==> src/rtl/ps2_pkg.sv <==
// ps2_pkg: shared PS/2 state encoding, frame constants, command codes and frame builder.
package ps2_pkg;
    typedef enum logic [2:0] {IDLE, INHIBIT, REQ, SHIFT, ACK, WAIT_IDLE} ps2_state_t;

    localparam int DATA_BITS   = 8;
    localparam int FRAME_FALLS = 11;

    localparam logic [7:0] CMD_RESET  = 8'hFF;
    localparam logic [7:0] CMD_ENABLE = 8'hF4;
    localparam logic [7:0] ACK_BYTE   = 8'hFA;

    // Bits shifted out after the start bit, LSB first: data, odd parity, stop.
    function automatic logic [DATA_BITS+1:0] host_frame(input logic [DATA_BITS-1:0] d);
        return {1'b1, ~^d, d};
    endfunction
endpackage

==> src/rtl/ps2_line_filter.sv <==
// ps2_line_filter: 2-flop synchronizer, FILTER_LEN-sample level filter and falling-edge pulse.
module ps2_line_filter #(
    parameter int FILTER_LEN = 8
) (
    input  logic i_clock,
    input  logic i_reset,
    input  logic i_raw,
    output logic o_level,
    output logic o_fall
);
    localparam int CW = $clog2(FILTER_LEN + 1);

    logic [1:0]    r_sync;
    logic [CW-1:0] r_cnt;
    logic          r_level;
    logic          r_fall;
    logic          w_flip;

    // Flip on the FILTER_LEN-th consecutive sample that disagrees with the held level.
    assign w_flip = (r_sync[1] != r_level) && (r_cnt == CW'(FILTER_LEN - 1));

    always_ff @(posedge i_clock) begin
        if (i_reset) begin
            r_sync  <= 2'b11;
            r_cnt   <= '0;
            r_level <= 1'b1;
            r_fall  <= 1'b0;
        end else begin
            r_sync  <= {r_sync[0], i_raw};
            r_cnt   <= (r_sync[1] == r_level || w_flip) ? '0 : r_cnt + CW'(1);
            r_level <= w_flip ? r_sync[1] : r_level;
            r_fall  <= w_flip && r_level;
        end
    end

    assign o_level = r_level;
    assign o_fall  = r_fall;
endmodule

==> src/rtl/ps2_host_tx.sv <==
// ps2_host_tx: PS/2 host-to-device command transmitter driving open-drain
// clock/data through active-high pull-low enables.
module ps2_host_tx
    import ps2_pkg::*;
#(
    parameter int INHIBIT_CYCLES = 6000,
    parameter int TIMEOUT_CYCLES = 750000,
    parameter int FILTER_LEN     = 8
) (
    input  logic       i_clock,
    input  logic       i_reset,
    input  logic [7:0] i_tx_data,
    input  logic       i_tx_valid,
    output logic       o_tx_ready,
    input  logic       i_ps2_clk_in,
    input  logic       i_ps2_data_in,
    output logic       o_ps2_clk_oe,
    output logic       o_ps2_data_oe,
    output logic       o_busy,
    output logic       o_done,
    output logic       o_error
);
    localparam int CNT_MAX = (INHIBIT_CYCLES > TIMEOUT_CYCLES) ? INHIBIT_CYCLES : TIMEOUT_CYCLES;
    localparam int CW      = $clog2(CNT_MAX + 1);
    localparam int BW      = $clog2(FRAME_FALLS + 1);
    localparam logic [CW-1:0] INH_LAST = CW'(INHIBIT_CYCLES - 1);
    localparam logic [CW-1:0] TO_LAST  = CW'(TIMEOUT_CYCLES - 1);
    localparam logic [BW-1:0] STOP_IDX = BW'(FRAME_FALLS - 2);

    ps2_state_t           r_state, w_state;
    logic [CW-1:0]        r_cnt, w_cnt;
    logic [BW-1:0]        r_bitcnt, w_bitcnt;
    logic [DATA_BITS+1:0] r_shift, w_shift;
    logic                 r_clk_oe, r_data_oe, w_data_oe;
    logic                 r_done, w_done, r_error, w_error;
    logic                 r_busy, r_ready;
    logic                 w_clk_lvl, w_clk_fall, w_data_lvl, w_data_fall_unused;

    ps2_line_filter #(.FILTER_LEN(FILTER_LEN)) u_clk_filter (
        .i_clock(i_clock), .i_reset(i_reset), .i_raw(i_ps2_clk_in),
        .o_level(w_clk_lvl), .o_fall(w_clk_fall)
    );

    ps2_line_filter #(.FILTER_LEN(FILTER_LEN)) u_data_filter (
        .i_clock(i_clock), .i_reset(i_reset), .i_raw(i_ps2_data_in),
        .o_level(w_data_lvl), .o_fall(w_data_fall_unused)
    );

    always_comb begin
        w_state   = r_state;
        w_cnt     = r_cnt;
        w_bitcnt  = r_bitcnt;
        w_shift   = r_shift;
        w_data_oe = r_data_oe;
        w_done    = 1'b0;
        w_error   = 1'b0;
        case (r_state)
            IDLE: if (i_tx_valid) begin
                w_state   = INHIBIT;
                w_cnt     = '0;
                w_bitcnt  = '0;
                w_shift   = host_frame(i_tx_data);
                w_data_oe = (INH_LAST == '0);
            end
            INHIBIT: if (r_cnt == INH_LAST) begin
                w_state = REQ;
                w_cnt   = '0;
            end else begin
                w_cnt     = r_cnt + CW'(1);
                w_data_oe = (w_cnt == INH_LAST);
            end
            default: begin
                // A device clock fall always beats the timeout terminal count.
                w_cnt = w_clk_fall ? '0 : r_cnt + CW'(1);
                if (w_clk_fall && (r_state == REQ || r_state == SHIFT)) begin
                    w_data_oe = ~r_shift[0];
                    w_shift   = r_shift >> 1;
                    w_bitcnt  = r_bitcnt + BW'(1);
                    w_state   = (r_bitcnt == STOP_IDX) ? ACK : SHIFT;
                end else if (w_clk_fall && r_state == ACK) begin
                    w_state = w_data_lvl ? IDLE : WAIT_IDLE;
                    w_error = w_data_lvl;
                end else if (r_state == WAIT_IDLE && w_clk_lvl && w_data_lvl) begin
                    w_state = IDLE;
                    w_done  = 1'b1;
                end else if (!w_clk_fall && r_cnt == TO_LAST) begin
                    w_state = IDLE;
                    w_error = 1'b1;
                end
            end
        endcase
        if (w_state == IDLE) begin
            w_cnt     = '0;
            w_data_oe = 1'b0;
        end
    end

    always_ff @(posedge i_clock) begin
        if (i_reset) begin
            r_state   <= IDLE;
            r_cnt     <= '0;
            r_bitcnt  <= '0;
            r_shift   <= '0;
            r_clk_oe  <= 1'b0;
            r_data_oe <= 1'b0;
            r_done    <= 1'b0;
            r_error   <= 1'b0;
            r_busy    <= 1'b0;
            r_ready   <= 1'b1;
        end else begin
            r_state   <= w_state;
            r_cnt     <= w_cnt;
            r_bitcnt  <= w_bitcnt;
            r_shift   <= w_shift;
            r_clk_oe  <= (w_state == INHIBIT);
            r_data_oe <= w_data_oe;
            r_done    <= w_done;
            r_error   <= w_error;
            r_busy    <= (w_state != IDLE);
            r_ready   <= (w_state == IDLE);
        end
    end

    assign o_tx_ready    = r_ready;
    assign o_ps2_clk_oe  = r_clk_oe;
    assign o_ps2_data_oe = r_data_oe;
    assign o_busy        = r_busy;
    assign o_done        = r_done;
    assign o_error       = r_error;
endmodule

==> config.mk <==
export PLATFORM = sky130hd
export DESIGN_NAME = ps2_host_tx
export DESIGN_NICKNAME = d
export VERILOG_FILES = /design/src/rtl/ps2_pkg.sv /design/src/rtl/ps2_line_filter.sv /design/src/rtl/ps2_host_tx.sv
export SDC_FILE = /design/constraint.sdc
export NUM_CORES = 1
export LEC_CHECK = 0
export ABC_CLOCK_PERIOD_IN_PS = 5200
export CORE_UTILIZATION = 64
export DETAILED_ROUTE_END_ITERATION = 16
export PLACE_DENSITY = 0.9
export RECOVER_POWER = 100
export SLEW_MARGIN = 20
export SYNTH_ARGS = -nofsm -noshare
export SYNTH_HDL_FRONTEND = slang
export SYNTH_SLANG_ARGS = --single-unit
==> constraint.sdc <==
create_clock -name i_clock -period 5.2 [get_ports i_clock]
set_input_delay 1.3 -clock i_clock [delete_from_list [all_inputs] [get_ports i_clock]]
set_output_delay 1.3 -clock i_clock [all_outputs]
set_load 0.05 [all_outputs]
==> impl_metrics.ini <==
[setup_path]
crit_required_ns = 5.44
cp-end-kind = register
arrival_ns = 4.08
crit_path_start_kind = input pin
cp_max_fo = 29
worstSetupPathType = in2reg

[cts]
clock_latency_ns = 0.35
numCtsBuffers = 9
path_clk_slew_ns = 0.06
cts_hold_buffers = 0
cts_tree = yes
post_cts_buffers = 0
cts_buffer_depth = 2
clockRootBuffer = clkbuf_8
cts_resized = 0
htreeDepth = 3
cts_sinks = 58

[logic_synthesis]
synth_top_cells_by_count = dfxtp_1, nor2_1, nand2_1
syn_area_um2 = 3250
ys_warn_count = 0
synth-edff-count = 0
synth.ff_latch_count = 58
synthTopCellsByArea = dfxtp_1, nor2_1, nand2_1
yosysSeqAreaShare = 0.357
ys_types = 63
avgSynthCellArea_um2 = 8.67
synth_fp_nets = 394
synth_top_area_cell = dfxtp_1
synthCells = 375
synth_top_area_share = 0.357
yosysMostFrequentCell = dfxtp_1
synthFlopType = dfxtp_1
async_flop_share = 0

[final_layout]
nets = 395
syn2layout_area_growth_pct = 7.85
layout-drive-gt1-share = 0.0950
n_antenna_cell = 0

[power]
power_mw = 0.933
p_per_area_nw_per_um2 = 266
vdd_drop_max_v = 0.000196
p_leak_nw = 1.19

[hold_path]
worstHoldPathType = reg2reg

[status]
status = finished clean

[global_route]
antenna_found_initial = 0
grt_max_degree = 30
grt_first_pass_wirelength_um = 12000
grt-ovfl-total = 0
grt_use_total = 0.292
first_global_vias = 2621

[timing]
tightest_slew_ns = 1.15
period_needed_ns = 3.84
finalHoldViolCount = 0
hold_slack_ns = 0.411
finalSetupViolCount = 0
period_share = 0.739
slew_headroom = 0.237
setup_tns_ns = 0
skew_ns = 0.00566
rsz0062_at_grt = false
max_freq_mhz = 260
slew_viol_final = 0

[route]
viasPerCell = 6.45
routedWlPerCell_um = 15.9
drt_iter0_markers = 356
vias = 2876
drcViolationCount = 0
routed_wl_um = 7090
ant_nets = 0
drtPass1Iterations = 8

[floorplanning]
num_io_pins = 19
core_region_area_um2 = 4820
die_x_um = 73.3
floorplan.initialDensity = 0.675
rows = 25
die_area_um2 = 5370
die-height_um = 73.3

[placed_design]
dp_hpwl_um = 4710
place.gp.congestion = 0.877
portBuffers = 18

[flow_run]
drv_cap = 0
## flip-flops by register name (all words and copies together) (netlist names)
name                   flops
o_busy                     1
o_done                     1
o_error                    1
o_ps2_clk_oe               1
o_ps2_data_oe              1
o_tx_ready                 1
r_bitcnt                   4
r_cnt                     20
r_shift                   10
r_state                    3
u_clk_filter.o_fall        1
u_clk_filter.o_level       1
u_clk_filter.r_cnt         4
u_clk_filter.r_sync        2
u_data_filter.o_level      1
u_data_filter.r_cnt        4
u_data_filter.r_sync       2
## kinds of logic after synthesis
group / synth area share
and+or+nand+nor: 0.275
AOI/OAI and AO/OA: 0.197
DFF: 0.357
buffers and inverters: 0.0627
xor gates and xnor gates: 0.0512
muxes: 0.0339
adders and majority gates: 0.0231
## power breakdown
part           internal [mW]  switching, mW  leakage [nW]
registers              0.457        0.00767         0.472
logic                 0.0357         0.0517         0.625
clock network          0.213          0.168        0.0918
## cells in the final DEF (no fill, tap or decap), types with 8 or more instances in the layout
master and instances:
dfxtp_1 58, nor2_1 34, nand2_1 32, a21oi_1 17
a211oi_1 15, nand3_1 13, xnor2_1 13, mux2i_1 11
nand4_1 10, clkdlybuf4s50_1 10, clkbuf_8 9, inv_1 8
a311oi_1 8, dlygate4sd3_1 8
## final cells by class
class,instances,area (µm²)
Inverter,8,30.0
Clock buffer,10,128
Clock inverter,4,45.0
Multi-Input combinational cell,279,1870
Fill cell,376,1310
Sequential cell,58,1160
Timing Repair Buffer,20,188
Tap cell,67,83.8
## routing by layer
metal / vias up / share of wire / routed length (µm) / GRT usage
met4: 0 / 0.034 / 238 / 0.153
met5: - / 0 / 0 / 0
met2: 156 / 0.44 / 3160 / 0.439
met3: 34 / 0.090 / 637 / 0.0919
li1: 1382 / - / - / -
met1: 1304 / 0.43 / 3060 / 0.373
## final timing paths
path	from	endpoint	slack [ns]	depth (start not counted)
worst min-delay path	u_data_filter.r_sync[0]	u_data_filter.r_sync[1]	0.41	1
worst max-delay path	i_reset	r_cnt[11]	1.36	6
worst min register to register	u_data_filter.r_sync[0]	u_data_filter.r_sync[1]	0.41	1
worst max register to register	r_cnt[0]	r_cnt[11]	2.20	8
## critical path, stage by stage
cell and delay (ns):
dlygate4sd3_1 0.52, clkbuf_1 0.84, a21o_1 0.39, clkbuf_1 0.52
inv_1 0.19, a32o_1 0.29
## per-stage QoR
stage	utilization	cells	worst slack (ns)	instance area (µm²)
after floorplan	-	375	2.80	3250
after global placement	0.697	432	1.74	3360
after detailed placement	0.697	432	1.56	3360
after CTS	0.733	446	1.88	3530
after global routing	0.728	446	1.16	3510
final	0.728	446	1.36	3510
Power figures use the tool's default switching activity.
